**src/rtl/ysyx_25060170_lsu_pkg.sv**
```systemverilog
`default_nettype none
// ============================================================================
// Module  : ysyx_25060170_lsu_pkg
// Brief   : Shared types, size encodings and helpers for the load/store unit.
// Revision: 1.0
// ============================================================================
package ysyx_25060170_lsu_pkg;

    typedef enum logic [1:0] {
        S_IDLE = 2'd0,
        S_REQ  = 2'd1,
        S_WAIT = 2'd2,
        S_RESP = 2'd3
    } lsu_state_t;

    localparam logic [1:0] SZ_B = 2'b00;
    localparam logic [1:0] SZ_H = 2'b01;
    localparam logic [1:0] SZ_W = 2'b10;

    localparam int TIMEOUT_DEFAULT = 255;

    // Accesses that must be rejected without touching the bus.
    function automatic logic is_bad_access(input logic [1:0] size, input logic [1:0] addr_lo);
        case (size)
            SZ_B:    return 1'b0;
            SZ_H:    return addr_lo[0];
            SZ_W:    return (addr_lo != 2'b00);
            default: return 1'b1;
        endcase
    endfunction

endpackage
`default_nettype wire

```
**src/rtl/ysyx_25060170_lsu_align.sv**
```systemverilog
`default_nettype none
// ============================================================================
// Module  : ysyx_25060170_lsu_align
// Brief   : Byte-lane placement of store data/strobes and load extraction.
// Revision: 1.0
// ============================================================================
module ysyx_25060170_lsu_align
    import ysyx_25060170_lsu_pkg::*;
(
    input  logic [1:0]  size,
    input  logic [1:0]  addr_lo,
    input  logic        load_unsigned,
    input  logic [31:0] store_data,
    input  logic [31:0] load_word,
    output logic [3:0]  lane_strb,
    output logic [31:0] lane_wdata,
    output logic [31:0] load_data
);

    logic [31:0] load_shifted;

    assign lane_wdata   = store_data << {addr_lo, 3'b000};
    assign load_shifted = load_word >> {addr_lo, 3'b000};

    always_comb begin
        lane_strb = 4'b0000;
        case (size)
            SZ_B:    lane_strb = 4'b0001 << addr_lo;
            SZ_H:    lane_strb = 4'b0011 << addr_lo;
            SZ_W:    lane_strb = 4'b1111;
            default: lane_strb = 4'b0000;
        endcase
    end

    always_comb begin
        load_data = 32'h0;
        case (size)
            SZ_B:    load_data = load_unsigned ? {24'h0, load_shifted[7:0]}
                                               : {{24{load_shifted[7]}}, load_shifted[7:0]};
            SZ_H:    load_data = load_unsigned ? {16'h0, load_shifted[15:0]}
                                               : {{16{load_shifted[15]}}, load_shifted[15:0]};
            SZ_W:    load_data = load_shifted;
            default: load_data = 32'h0;
        endcase
    end

endmodule
`default_nettype wire

```
**src/rtl/ysyx_25060170_lsu.sv**
```systemverilog
`default_nettype none
// ============================================================================
// Module  : ysyx_25060170_lsu
// Brief   : Single-outstanding load/store unit between EXU/WBU and a simple bus.
// Revision: 1.0
// ============================================================================
module ysyx_25060170_lsu
    import ysyx_25060170_lsu_pkg::*;
#(
    parameter int TIMEOUT = TIMEOUT_DEFAULT
) (
    input  logic        clk,
    input  logic        rst,
    input  logic        req_valid,
    output logic        req_ready,
    input  logic        req_wen,
    input  logic [31:0] req_addr,
    input  logic [31:0] req_wdata,
    input  logic [1:0]  req_size,
    input  logic        req_unsigned,
    output logic        resp_valid,
    input  logic        resp_ready,
    output logic [31:0] resp_rdata,
    output logic        resp_err,
    output logic        mem_valid,
    input  logic        mem_ready,
    output logic        mem_wen,
    output logic [31:0] mem_addr,
    output logic [31:0] mem_wdata,
    output logic [3:0]  mem_wstrb,
    input  logic        mem_rvalid,
    input  logic [31:0] mem_rdata,
    input  logic        mem_err
);

    localparam int               CNT_W    = (TIMEOUT < 2) ? 1 : $clog2(TIMEOUT + 1);
    localparam logic [CNT_W-1:0] CNT_LAST = CNT_W'(TIMEOUT - 1);

    lsu_state_t       state;
    lsu_state_t       state_next;
    logic [CNT_W-1:0] wait_cnt;
    logic             acc_wen;
    logic [31:0]      acc_addr;
    logic [31:0]      acc_wdata;
    logic [1:0]       acc_size;
    logic             acc_unsigned;
    logic             accept;
    logic             req_bad;
    logic             timed_out;
    logic [3:0]       lane_strb;
    logic [31:0]      load_data;

    assign accept    = (state == S_IDLE) && req_valid;
    assign req_bad   = is_bad_access(req_size, req_addr[1:0]);
    assign timed_out = (wait_cnt == CNT_LAST);

    ysyx_25060170_lsu_align u_align (
        .size          (acc_size),
        .addr_lo       (acc_addr[1:0]),
        .load_unsigned (acc_unsigned),
        .store_data    (acc_wdata),
        .load_word     (mem_rdata),
        .lane_strb     (lane_strb),
        .lane_wdata    (mem_wdata),
        .load_data     (load_data)
    );

    always_ff @(posedge clk or negedge rst) begin
        if (!rst) begin
            state <= S_IDLE;
        end else begin
            state <= state_next;
        end
    end

    always_comb begin
        state_next = state;
        case (state)
            S_IDLE: if (req_valid)                  state_next = req_bad ? S_RESP : S_REQ;
            S_REQ:  if (mem_ready)                  state_next = S_WAIT;
            S_WAIT: if (mem_rvalid || timed_out)    state_next = S_RESP;
            S_RESP: if (resp_ready)                 state_next = S_IDLE;
            default:                                state_next = S_IDLE;
        endcase
    end

    always_comb begin
        req_ready  = (state == S_IDLE);
        mem_valid  = (state == S_REQ);
        resp_valid = (state == S_RESP);
    end

    // rvalid wins over an expiring timeout in the same cycle.
    always_ff @(posedge clk or negedge rst) begin
        if (!rst) begin
            wait_cnt     <= '0;
            acc_wen      <= 1'b0;
            acc_addr     <= 32'h0;
            acc_wdata    <= 32'h0;
            acc_size     <= 2'b00;
            acc_unsigned <= 1'b0;
            resp_rdata   <= 32'h0;
            resp_err     <= 1'b0;
        end else if (accept) begin
            wait_cnt     <= '0;
            acc_wen      <= req_wen;
            acc_addr     <= req_addr;
            acc_wdata    <= req_wdata;
            acc_size     <= req_size;
            acc_unsigned <= req_unsigned;
            resp_rdata   <= 32'h0;
            resp_err     <= req_bad;
        end else if (state == S_WAIT) begin
            if (mem_rvalid) begin
                resp_err   <= mem_err;
                resp_rdata <= (mem_err || acc_wen) ? 32'h0 : load_data;
            end else if (timed_out) begin
                resp_err   <= 1'b1;
                resp_rdata <= 32'h0;
            end else begin
                wait_cnt   <= wait_cnt + CNT_W'(1);
            end
        end
    end

    assign mem_wen   = acc_wen;
    assign mem_addr  = {acc_addr[31:2], 2'b00};
    assign mem_wstrb = acc_wen ? lane_strb : 4'b0000;

endmodule
`default_nettype wire

```
**config.mk**
```make
export PLATFORM = sky130hd
export DESIGN_NAME = ysyx_25060170_lsu
export DESIGN_NICKNAME = d
export VERILOG_FILES = /design/src/rtl/ysyx_25060170_lsu_pkg.sv /design/src/rtl/ysyx_25060170_lsu_align.sv /design/src/rtl/ysyx_25060170_lsu.sv
export SDC_FILE = /design/constraint.sdc
export NUM_CORES = 1
export LEC_CHECK = 0
export BUFFER_PORTS_ARGS = -buffer_cell sky130_fd_sc_hd__buf_2
export CAP_MARGIN = 40
export CORE_MARGIN = 3
export CORE_UTILIZATION = 46
export DETAILED_ROUTE_END_ITERATION = 16
export PLACE_DENSITY_LB_ADDON = 0.12
export SKIP_CTS_REPAIR_TIMING = 1
export SLEW_MARGIN = 10
export SYNTH_ARGS = -nofsm -noshare
export SYNTH_HDL_FRONTEND = slang
export SYNTH_HIERARCHICAL = 1
export SYNTH_SLANG_ARGS = --single-unit
```
**constraint.sdc**
```tcl
create_clock -name clk -period 1.62 [get_ports clk]
set_input_delay 0.081 -clock clk [delete_from_list [all_inputs] [get_ports clk]]
set_output_delay 0.081 -clock clk [all_outputs]
set_load 0.1 [all_outputs]
```
==> results.md, run 1 <==
* Status: finished, violations left
* Failing checks: negative hold slack, negative setup slack
* Final Skew at ~0.013 ns
* Worst EP arrival at between 1.5 and 2 ns
* Antenna diodes at 0
* Critical path class: flip-flop to output pin
* Via density at 5.38
* CP Launch Type: flip-flop
* Reg2Reg Depth at 10
* Slew Limit Fails at 0
* Routability cong. at between 0.9 and 1
* DP Worst Slack at -0.220 ns
* Hold WS at -0.0242 ns
* I/O pin count at about 210
* DRT iter0 DRCs at approximately 550
* # clock sinks at between 100 and 150
* First-pass GRT wire length at 27.8 mm
* Asr flop ratio synth at 100%
* R2R Path End: resp_rdata[10]
* CTS root buf: clkbuf_16
* Die Y at roughly 120 µm
* Sequential cell area at roughly 0.0028 mm²
* DIE WIDTH at roughly 120 µm
* Worst setup path start: acc_addr[1]
* Layout cells sized above 1 at just over 40%
* P&R area growth vs syn at 62.4%
* Rel. slew slack at 61.2%
* Avg Cell Area, Syn at 8.59 µm²
* Total number of vias at between 6000 and 7000
* Hold Vio Cnt, Final at 1
* Worst-skew pair later-pin latency at between 0.3 and 0.4 ns
* Synthesized cell area at 0.00633 mm²
* EDFF count, synth at 0
* Largest fanout on the critical path at 5
* Worst R2R Start: acc_addr[1]
* Overflow left after global routing at 0
* Multi-input logic area at around 0.0037 mm²
* Synth unique cells at 51
* Min-delay worst type: primary input to flip-flop
* Nets at about 1100
* Max Root-Sink Buffers at 2
* Hold Path Origin: req_size[0]
* Area after DPL at ~0.0085 mm²
* Post-synth top flop: dfrtp_1
* Largest net degree at the start of global routing at 48
* RSZ-0062 raised after global routing: true
* DR pass1 iterations at 5
* Post-DRT Antenna Nets at 0
* Tmin final at 2.07 ns
* Die Footprint at approximately 0.015 mm²
* Max_cap viols at 0
* Filler cells at around 840
* Slew @ Worst Pin at roughly 0.58 ns
* Gate count of the mapped netlist at 737
* Max Clk Rate at roughly 480 MHz
* Num CTS Buffers at 9
* Worst reg-to-reg setup slack at -0.33 ns
* Synth Register Bits at about 110
* Clock-pin slew on the worst setup and hold paths at approximately 0.070 ns
* Endpoints failing setup at between 60 and 70
* Post-synthesis sequential area ratio at a little over two fifths
* Initial antenna violation count at 1
* WL final at roughly 22 mm
* Row Count at 42
* Total track usage at a little under a quarter
* Drt wl/cell at 18.3 µm
* Fin crit share at 128%
* Ys Warns at 6
* Crit end category: output pin
* Fin area at 0.0103 mm²
* Number of buffers added on ports at about 210
* Crit path to: mem_wstrb[2]
* H-Tree Depth at 3
* Vias in the first global route at 5387
* Required @ worst endpoint at roughly 1.5 ns
* Starting Density at 47.4%
* Core area at roughly 0.013 mm²
* Worst setup margin at -0.446 ns
* Final Util at between 70 and 80%
* CTS tree: done
* DRC errors left at 0
* Post-DP HPWL at ~13 mm
## registers in the layout, summed over array words and instances, names as in the netlist
name,flops
wait_cnt,8
acc_unsigned,1
acc_size,2
resp_rdata,32
acc_wdata,32
resp_err,1
acc_addr,32
mem_wen,1
state,2
## how the worst min path moves through the flow
stage               endpoint  depth (start not counted)
3_5_place_dp   acc_wdata[11]                          1
5_1_grt          acc_size[0]                          3
4_1_cts         acc_wdata[9]                          1
3_3_place_gp   acc_wdata[11]                          1
6_report         acc_size[0]                          3
2_1_floorplan    acc_addr[0]                          0
## cell usage in the layout (no fill, tap or decap), types with 3 or more instances in the layout
cell,synthesis,routed
nand2_1,288,284
buf_2,10,170
dfrtp_1,111,107
dlygate4sd3_1,0,67
buf_12,0,49
buf_4,32,45
mux2i_1,65,44
clkbuf_16,0,16
nor2b_1,18,15
a211oi_1,23,14
buf_6,8,11
mux2i_2,0,11
mux2i_4,0,10
o21ai_4,1,9
o22ai_1,9,9
a21oi_4,0,9
a211oi_2,0,9
inv_1,10,8
nor2_1,18,8
o21ai_1,0,8
and2_2,0,8
nor2_4,0,8
and2_4,2,7
a21oi_1,16,6
o21ai_2,0,6
a2bb2oi_2,0,6
buf_8,0,5
o21ai_0,26,4
nand3_1,3,3
ha_4,0,3
## per-stage QoR
step,instances,setup TNS [ns]
2_1_floorplan,738,-9.42
3_3_place_gp,1092,-3.83
3_5_place_dp,1092,-5.72
4_1_cts,1108,-18.15
5_1_grt,1207,-20.71
6_report,1207,-16.13
## layer usage
layer | up-vias | track usage (%) | share of wire, %
li1 | 2984 | - | -
met1 | 3096 | 32.8 | 41
met2 | 356 | 35.3 | 48
met3 | 60 | 5.17 | 7.6
met4 | 2 | 6.92 | 3.1
met5 | - | 0 | 0.059
## synth_stat cells (2+ instances only)
| master | n | share of area (%) |
|---|---|---|
| a2bb2oi_1 | 7 | 0.97 |
| inv_1 | 10 | 0.59 |
| nor2b_1 | 18 | 1.8 |
| buf_6 | 8 | 1.4 |
| xnor2_1 | 2 | 0.28 |
| and3b_1 | 2 | 0.28 |
| ha_1 | 7 | 1.4 |
| and2_4 | 2 | 0.28 |
| nand2b_1 | 2 | 0.20 |
| nand2_1 | 288 | 17 |
| nand3_1 | 3 | 0.24 |
| mux2i_1 | 65 | 10 |
| a211oi_1 | 23 | 2.7 |
| mux4_2 | 2 | 0.71 |
| buf_4 | 32 | 3.8 |
| nor3_1 | 2 | 0.16 |
| buf_2 | 10 | 0.79 |
| a211o_1 | 2 | 0.28 |
| and3_1 | 2 | 0.20 |
| and2_1 | 13 | 1.3 |
| o22ai_1 | 9 | 0.89 |
| a21oi_1 | 16 | 1.3 |
| dfrtp_1 | 111 | 44 |
| buf_1 | 8 | 0.47 |
| nor2_1 | 18 | 1.1 |
| mux2_2 | 2 | 0.36 |
| clkbuf_1 | 22 | 1.3 |
| and4b_1 | 2 | 0.32 |
| xor2_1 | 2 | 0.28 |
| o21ai_0 | 26 | 2.1 |
## layout make-up
cell class | instances | share of cell area, %
Clock buffer | 11 | 2.36
Clock inverter | 5 | 0.462
Inverter | 10 | 0.389
Multi-Input combinational cell | 537 | 36.1
Sequential cell | 111 | 27.1
Tap cell | 176 | 2.14
Timing Repair Buffer | 357 | 31.5
## logic make-up (layout without fill, tap and decap cells)
group           after synthesis  count (layout)  synth area share [%]
compound gates               96              96                  10.3
xor+xnor                      4               4                 0.553
fa+ha+maj                     7               7                  1.38
buf+inv                      90             383                  8.38
flops                       111             111                  43.9
mux                          69              69                  11.3
other cells                   1               2                0.0592
simple gates                359             359                  24.1
## critical path: stages, from the launching register on
cell     delay, ns
dfrtp_4       0.51
buf_8         0.14
buf_12        0.12
and3b_1       0.22
a21oi_1       0.05
mux2i_1       0.22
and2_4        0.20
buf_12        0.17
Power of run 1 is not shown: default switching activity piles up to over one toggle a cycle in this logic, so the estimate is an artifact.
==> run 2, diff against run 1 <==
--- a/config.mk
+++ b/config.mk
@@ -10,7 +10,7 @@
 export CORE_MARGIN = 3
 export CORE_UTILIZATION = 46
 export DETAILED_ROUTE_END_ITERATION = 16
-export PLACE_DENSITY_LB_ADDON = 0.12
+export PLACE_DENSITY = 0.78
 export SKIP_CTS_REPAIR_TIMING = 1
 export SLEW_MARGIN = 10
 export SYNTH_ARGS = -nofsm -noshare
==> results.md, run 2 (synthesis gave the netlist of run 1 again) <==
* Die Footprint at 0.0152 mm² (unchanged)
* Clock-pin slew on the worst setup and hold paths at 0.07 ns (about the same)
* CTS root buf: clkbuf_16
* Starting Density at 47.4% (unchanged)
* Drt wl/cell at 18.9 µm (+3.3%)
* Setup TNS at -16.06 ns (+0.0677 ns)
* Multi-input logic area at 0.00371 mm² (about the same)
* Most common cell after layout, fill and taps aside: nand2_1
* Endpoints failing setup at 72 (+7.5%)
* Slew @ Worst Pin at 0.662 ns (+0.0826 ns)
* Vias in the first global route at 5481 (+1.7%)
* Slew Limit Fails at 0 (unchanged)
* Hold WS at 0.100 ns (+0.124 ns)
* Total track usage at 23.7% (+0.59 points)
* Worst EP arrival at 1.92 ns (-0.06 ns)
* DRC errors left at 0 (unchanged)
* Sequential cell area at 0.00279 mm² (unchanged)
* Required @ worst endpoint at 1.54 ns (about the same)
* Initial antenna violation count at 2 (+1)
* Overflow left after global routing at 0 (unchanged)
* DP Worst Slack at -0.211 ns (+0.00922 ns)
* Filler cells at 844 (+0.12%)
* First-pass GRT wire length at 28.0 mm (+0.85%)
* Worst setup margin at -0.378 ns (+0.0677 ns)
* I/O pin count at 212 (unchanged)
* Rel. slew slack at 55.5% (-5.6 points)
* Core area at 0.0133 mm² (unchanged)
* Number of buffers added on ports at 209 (unchanged)
* Post-DP HPWL at 13.0 mm (-2.9%)
* Num CTS Buffers at 9 (unchanged)
* Die Y at 123 µm (unchanged)
* WL final at 22.7 mm (+2.7%)
* Hold Vio Cnt, Final at 0 (-1)
* Min-delay worst type: primary input to flip-flop
* CP Launch Type: flip-flop
* Failing checks: negative setup slack
* Layout cells sized above 1 at 39.9% (-1.4 points)
* Nets at 1131 (-0.79%)
* CTS tree: done
* Final Skew at 0.00666 ns (-0.00594 ns)
* Routability cong. at 0.833 (-8.2%)
* Fin crit share at 123% (-4.2 points)
* Post-DRT Antenna Nets at 0 (unchanged)
* DRT iter0 DRCs at 596 (+9.2%)
* # clock sinks at 111 (unchanged)
* Critical path class: flip-flop to output pin
* Worst-skew pair later-pin latency at 0.37 ns (about the same)
* Row Count at 42 (unchanged)
* Tmin final at 2.00 ns (-0.0677 ns)
* DIE WIDTH at 123 µm (unchanged)
* Most frequent cells in the layout: nand2_1, buf_2, dfrtp_1
* P&R area growth vs syn at 60.1%
* Total number of vias at 6622 (+1.9%)
* Max Clk Rate at 500 MHz (+3.4%)
* DR pass1 iterations at 5 (unchanged)
* Final Util at 76.0% (-1.1 points)
* H-Tree Depth at 3 (unchanged)
* Regs by FF count: acc_addr (32), acc_wdata (32), resp_rdata (32)
* Largest fanout on the critical path at 16 (+11)
* Max_cap viols at 0 (unchanged)
* Worst reg-to-reg setup slack at -0.33 ns (about the same)
* Via density at 5.52 (+2.5%)
* RSZ-0062 raised after global routing: true
* Crit end category: output pin
* Max Root-Sink Buffers at 2 (unchanged)
* Largest net degree at the start of global routing at 77 (+60%)
* Status: finished, violations left
## run 2: changes by cell type in the layout (fill, tap and decap cells not counted), moves of 4 or more
cell       previous run  this run
o21ai_2               6         0
nand2_2               2         9
buf_6                11         5
nor2b_1              15        11
mux2i_1              44        49
nand2_1             284       278
o21ai_0               4         8
a2bb2oi_1             1         7
a2bb2oi_2             6         0
mux2i_2              11         5
## run 2: worst paths after layout
kind	from	endpoint	cells after the start
max	acc_addr[1]	mem_wdata[27]	7
min	mem_rdata[29]	resp_rdata[29]	5
max reg2reg	acc_addr[1]	resp_rdata[25]	7
min reg2reg	acc_addr[16]	acc_addr[16]	2
max in group asynchronous	rst	state[0]	3
min in group asynchronous	rst	resp_rdata[13]	3
## run 2: worst max-delay path, cell delays in order (launching register included)
cell,delay (ns)
dfrtp_4,0.49
buf_6,0.15
buf_16,0.17
buf_4,0.16
nor2b_4,0.13
a211oi_2,0.07
a21oi_4,0.17
buf_12,0.19
## run 2: layout make-up
class / instances / area share, %
Clock buffer: 10 / 2.26
Clock inverter: 6 / 0.420
Antenna cell: 2 / 0.0494
Inverter: 10 / 0.395
Timing Repair Buffer: 348 / 30.6
Multi-Input combinational cell: 537 / 36.6
Sequential cell: 111 / 27.5
Tap cell: 176 / 2.17
## run 2: layer usage
metal / vias up / track usage (%) / wire, µm
met5: - / 0 / 13
met4: 2 / 11.3 / 1120
met3: 97 / 5.03 / 1720
met2: 384 / 39.1 / 11800
met1: 3172 / 29.5 / 8040
li1: 2967 / - / -
## run 2: metrics by stage
step                std cells  instance area [µm²]
floorplan                 738                 6720
global placement         1077                 8380
detailed placement       1077                 8380
CTS                      1093                 8660
global route             1198                10100
finish                   1200                10100
Power of run 2 is left out for the same reason.
==> run 3, diff against run 2 <==
--- a/config.mk
+++ b/config.mk
@@ -11,6 +11,7 @@
 export CORE_UTILIZATION = 46
 export DETAILED_ROUTE_END_ITERATION = 16
 export PLACE_DENSITY = 0.78
+export REMOVE_ABC_BUFFERS = 1
 export SKIP_CTS_REPAIR_TIMING = 1
 export SLEW_MARGIN = 10
 export SYNTH_ARGS = -nofsm -noshare
==> results.md, run 3 (synthesis gave the netlist of run 1 again) <==
* Status: finished, violations left
* Failing checks: negative setup slack
* RSZ-0062 raised after global routing: true
* Nets at 1127 (-0.35%)
* Min-delay worst type: primary input to flip-flop
* Hold WS at 0.0902 ns (-0.0100 ns)
* Filler cells at 845 (+0.12%)
* Crit end category: output pin
* DRC errors left at 0 (unchanged)
* Worst setup margin at -0.343 ns (+0.0357 ns)
* Most frequent cells in the layout: nand2_1, buf_2, dfrtp_1
* Final Skew at 0.00763 ns (+0.000971 ns)
* Number of buffers added on ports at 209 (unchanged)
* Required @ worst endpoint at 1.54 ns (about the same)
* Via density at 5.48 (-0.62%)
* Routability cong. at 0.868 (+4.3%)
* Hold Path Stages at 5 (unchanged)
* Die Y at 123 µm (unchanged)
* Slew @ Worst Pin at 0.592 ns (-0.0704 ns)
* Reg2Reg Depth at 7 (unchanged)
* Max Clk Rate at 510 MHz (+1.8%)
* WL met2 at 10.9 mm (-7.5%)
* Initial antenna violation count at 0 (-2)
* Multi-input logic area at 0.00330 mm² (-11%)
* DP Worst Slack at -0.181 ns (+0.0295 ns)
* Die Footprint at 0.0152 mm² (unchanged)
* Core area at 0.0133 mm² (unchanged)
* Top sig layer: met4
* P&R area growth vs syn at 54.6%
* Starting Density at 47.4% (unchanged)
* Antenna diodes at 0 (-2)
* Endpoints failing setup at 64 (-11%)
* Met3 WL post-DR at 1.94 mm (+13%)
* Regs by FF count: acc_addr (32), acc_wdata (32), resp_rdata (32)
* DRT iter0 DRCs at 582 (-2.3%)
* Row Count at 42 (unchanged)
* Clock-pin slew on the worst setup and hold paths at 0.08 ns (about the same)
* Largest fanout on the critical path at 8 (-8)
* Drt wl/cell at 18.2 µm (-3.4%)
* Overflow left after global routing at 0 (unchanged)
* Most common cell after layout, fill and taps aside: nand2_1
* DIE WIDTH at 123 µm (unchanged)
* R2R Path End: resp_rdata[23]
* I/O pin count at 212 (unchanged)
* Rel. slew slack at 60.3% (+4.7 points)
* Worst reg-to-reg setup slack at -0.29 ns (+0.04 ns)
* Vias in the first global route at 5444 (-0.68%)
* Total track usage at 22.2% (-1.5 points)
* H-Tree Depth at 3 (unchanged)
* Worst Hold End: resp_rdata[27]
* CTS tree: done
* WL final at 21.8 mm (-3.9%)
* Sequential cell area at 0.00278 mm² (-0.27%)
* Tmin final at 1.96 ns (-0.0357 ns)
* Slew Limit Fails at 0 (unchanged)
* WL met1 at 8.38 mm (+4.3%)
* Largest net degree at the start of global routing at 53 (-31%)
* Num CTS Buffers at 9 (unchanged)
* Fin crit share at 121% (-2.2 points)
* Total number of vias at 6548 (-1.1%)
* Placed insts at 1084 (+0.65%)
* Post-DP HPWL at 12.1 mm (-6.9%)
* Worst EP arrival at 1.88 ns (-0.04 ns)
* Hold Vio Cnt, Final at 0 (unchanged)
* Hold Path Origin: mem_rdata[27]
* Max Root-Sink Buffers at 2 (unchanged)
* Post-DRT Antenna Nets at 0 (unchanged)
* # clock sinks at 111 (unchanged)
* CP Launch Type: flip-flop
* CTS root buf: clkbuf_16
* Worst R2R Start: acc_addr[1]
* Worst-skew pair later-pin latency at 0.36 ns (about the same)
* First-pass GRT wire length at 26.4 mm (-5.6%)
* Critical path class: flip-flop to output pin
* Layout cells sized above 1 at 36.1% (-3.8 points)
* Post-route insts no fill at 1194 (-0.50%)
* DR pass1 iterations at 5 (unchanged)
* Max_cap viols at 0 (unchanged)
## run 3: cell count changes in the layout (fill, tap and decap cells not counted), sizes merged
cell and change:
clkinv +3, clkbuf +5, buf -9, inv -2, clkinvlp -1, diode -2
## run 3: worst max-delay path: stages, from the launching register on
cell and delay (ns):
dfrtp_2 0.44, buf_6 0.15, buf_12 0.13, and3b_1 0.19
a21oi_1 0.05, mux2i_1 0.20, and2_4 0.19, buf_12 0.17
## run 3: how the worst max path moves through the flow
| stage | start | endpoint | slack, ns | cells past startpoint |
|---|---|---|---|---|
| 2_1_floorplan | acc_addr[1] | mem_wdata[16] | -2.38 | 2 |
| 3_3_place_gp | acc_addr[1] | resp_rdata[21] | -0.11 | 6 |
| 3_5_place_dp | acc_addr[1] | resp_rdata[21] | -0.18 | 6 |
| 4_1_cts | acc_addr[1] | mem_wstrb[2] | -0.36 | 7 |
| 5_1_grt | acc_addr[1] | mem_wstrb[2] | -0.40 | 7 |
| 6_report | acc_addr[1] | mem_wstrb[2] | -0.34 | 7 |
## run 3: final cells by class
cell class	instances	area share [%]
Multi-Input combinational cell	537	33.7
Tap cell	176	2.25
Clock inverter	6	0.486
Clock buffer	10	2.34
Timing Repair Buffer	344	32.4
Inverter	10	0.383
Sequential cell	111	28.4
## run 3: metal layers
layer / vias up / GRT usage (%)
li1: 2957 / -
met1: 3173 / 28.2
met2: 363 / 35.9
met3: 55 / 7.18
met4: 0 / 7.06
met5: - / 0
## run 3: per-stage QoR
| stage | util (%) | instance area, µm² | setup TNS, ns |
|---|---|---|---|
| after CTS | 62.7 | 8370 | -12.63 |
| after global placement | 60.7 | 8100 | -1.70 |
| after detailed placement | 60.7 | 8100 | -2.62 |
| after global routing | 73.3 | 9790 | -17.01 |
| after floorplan | - | 5840 | -247.44 |
| final | 73.3 | 9790 | -12.21 |
Power of run 3 is left out for the same reason.
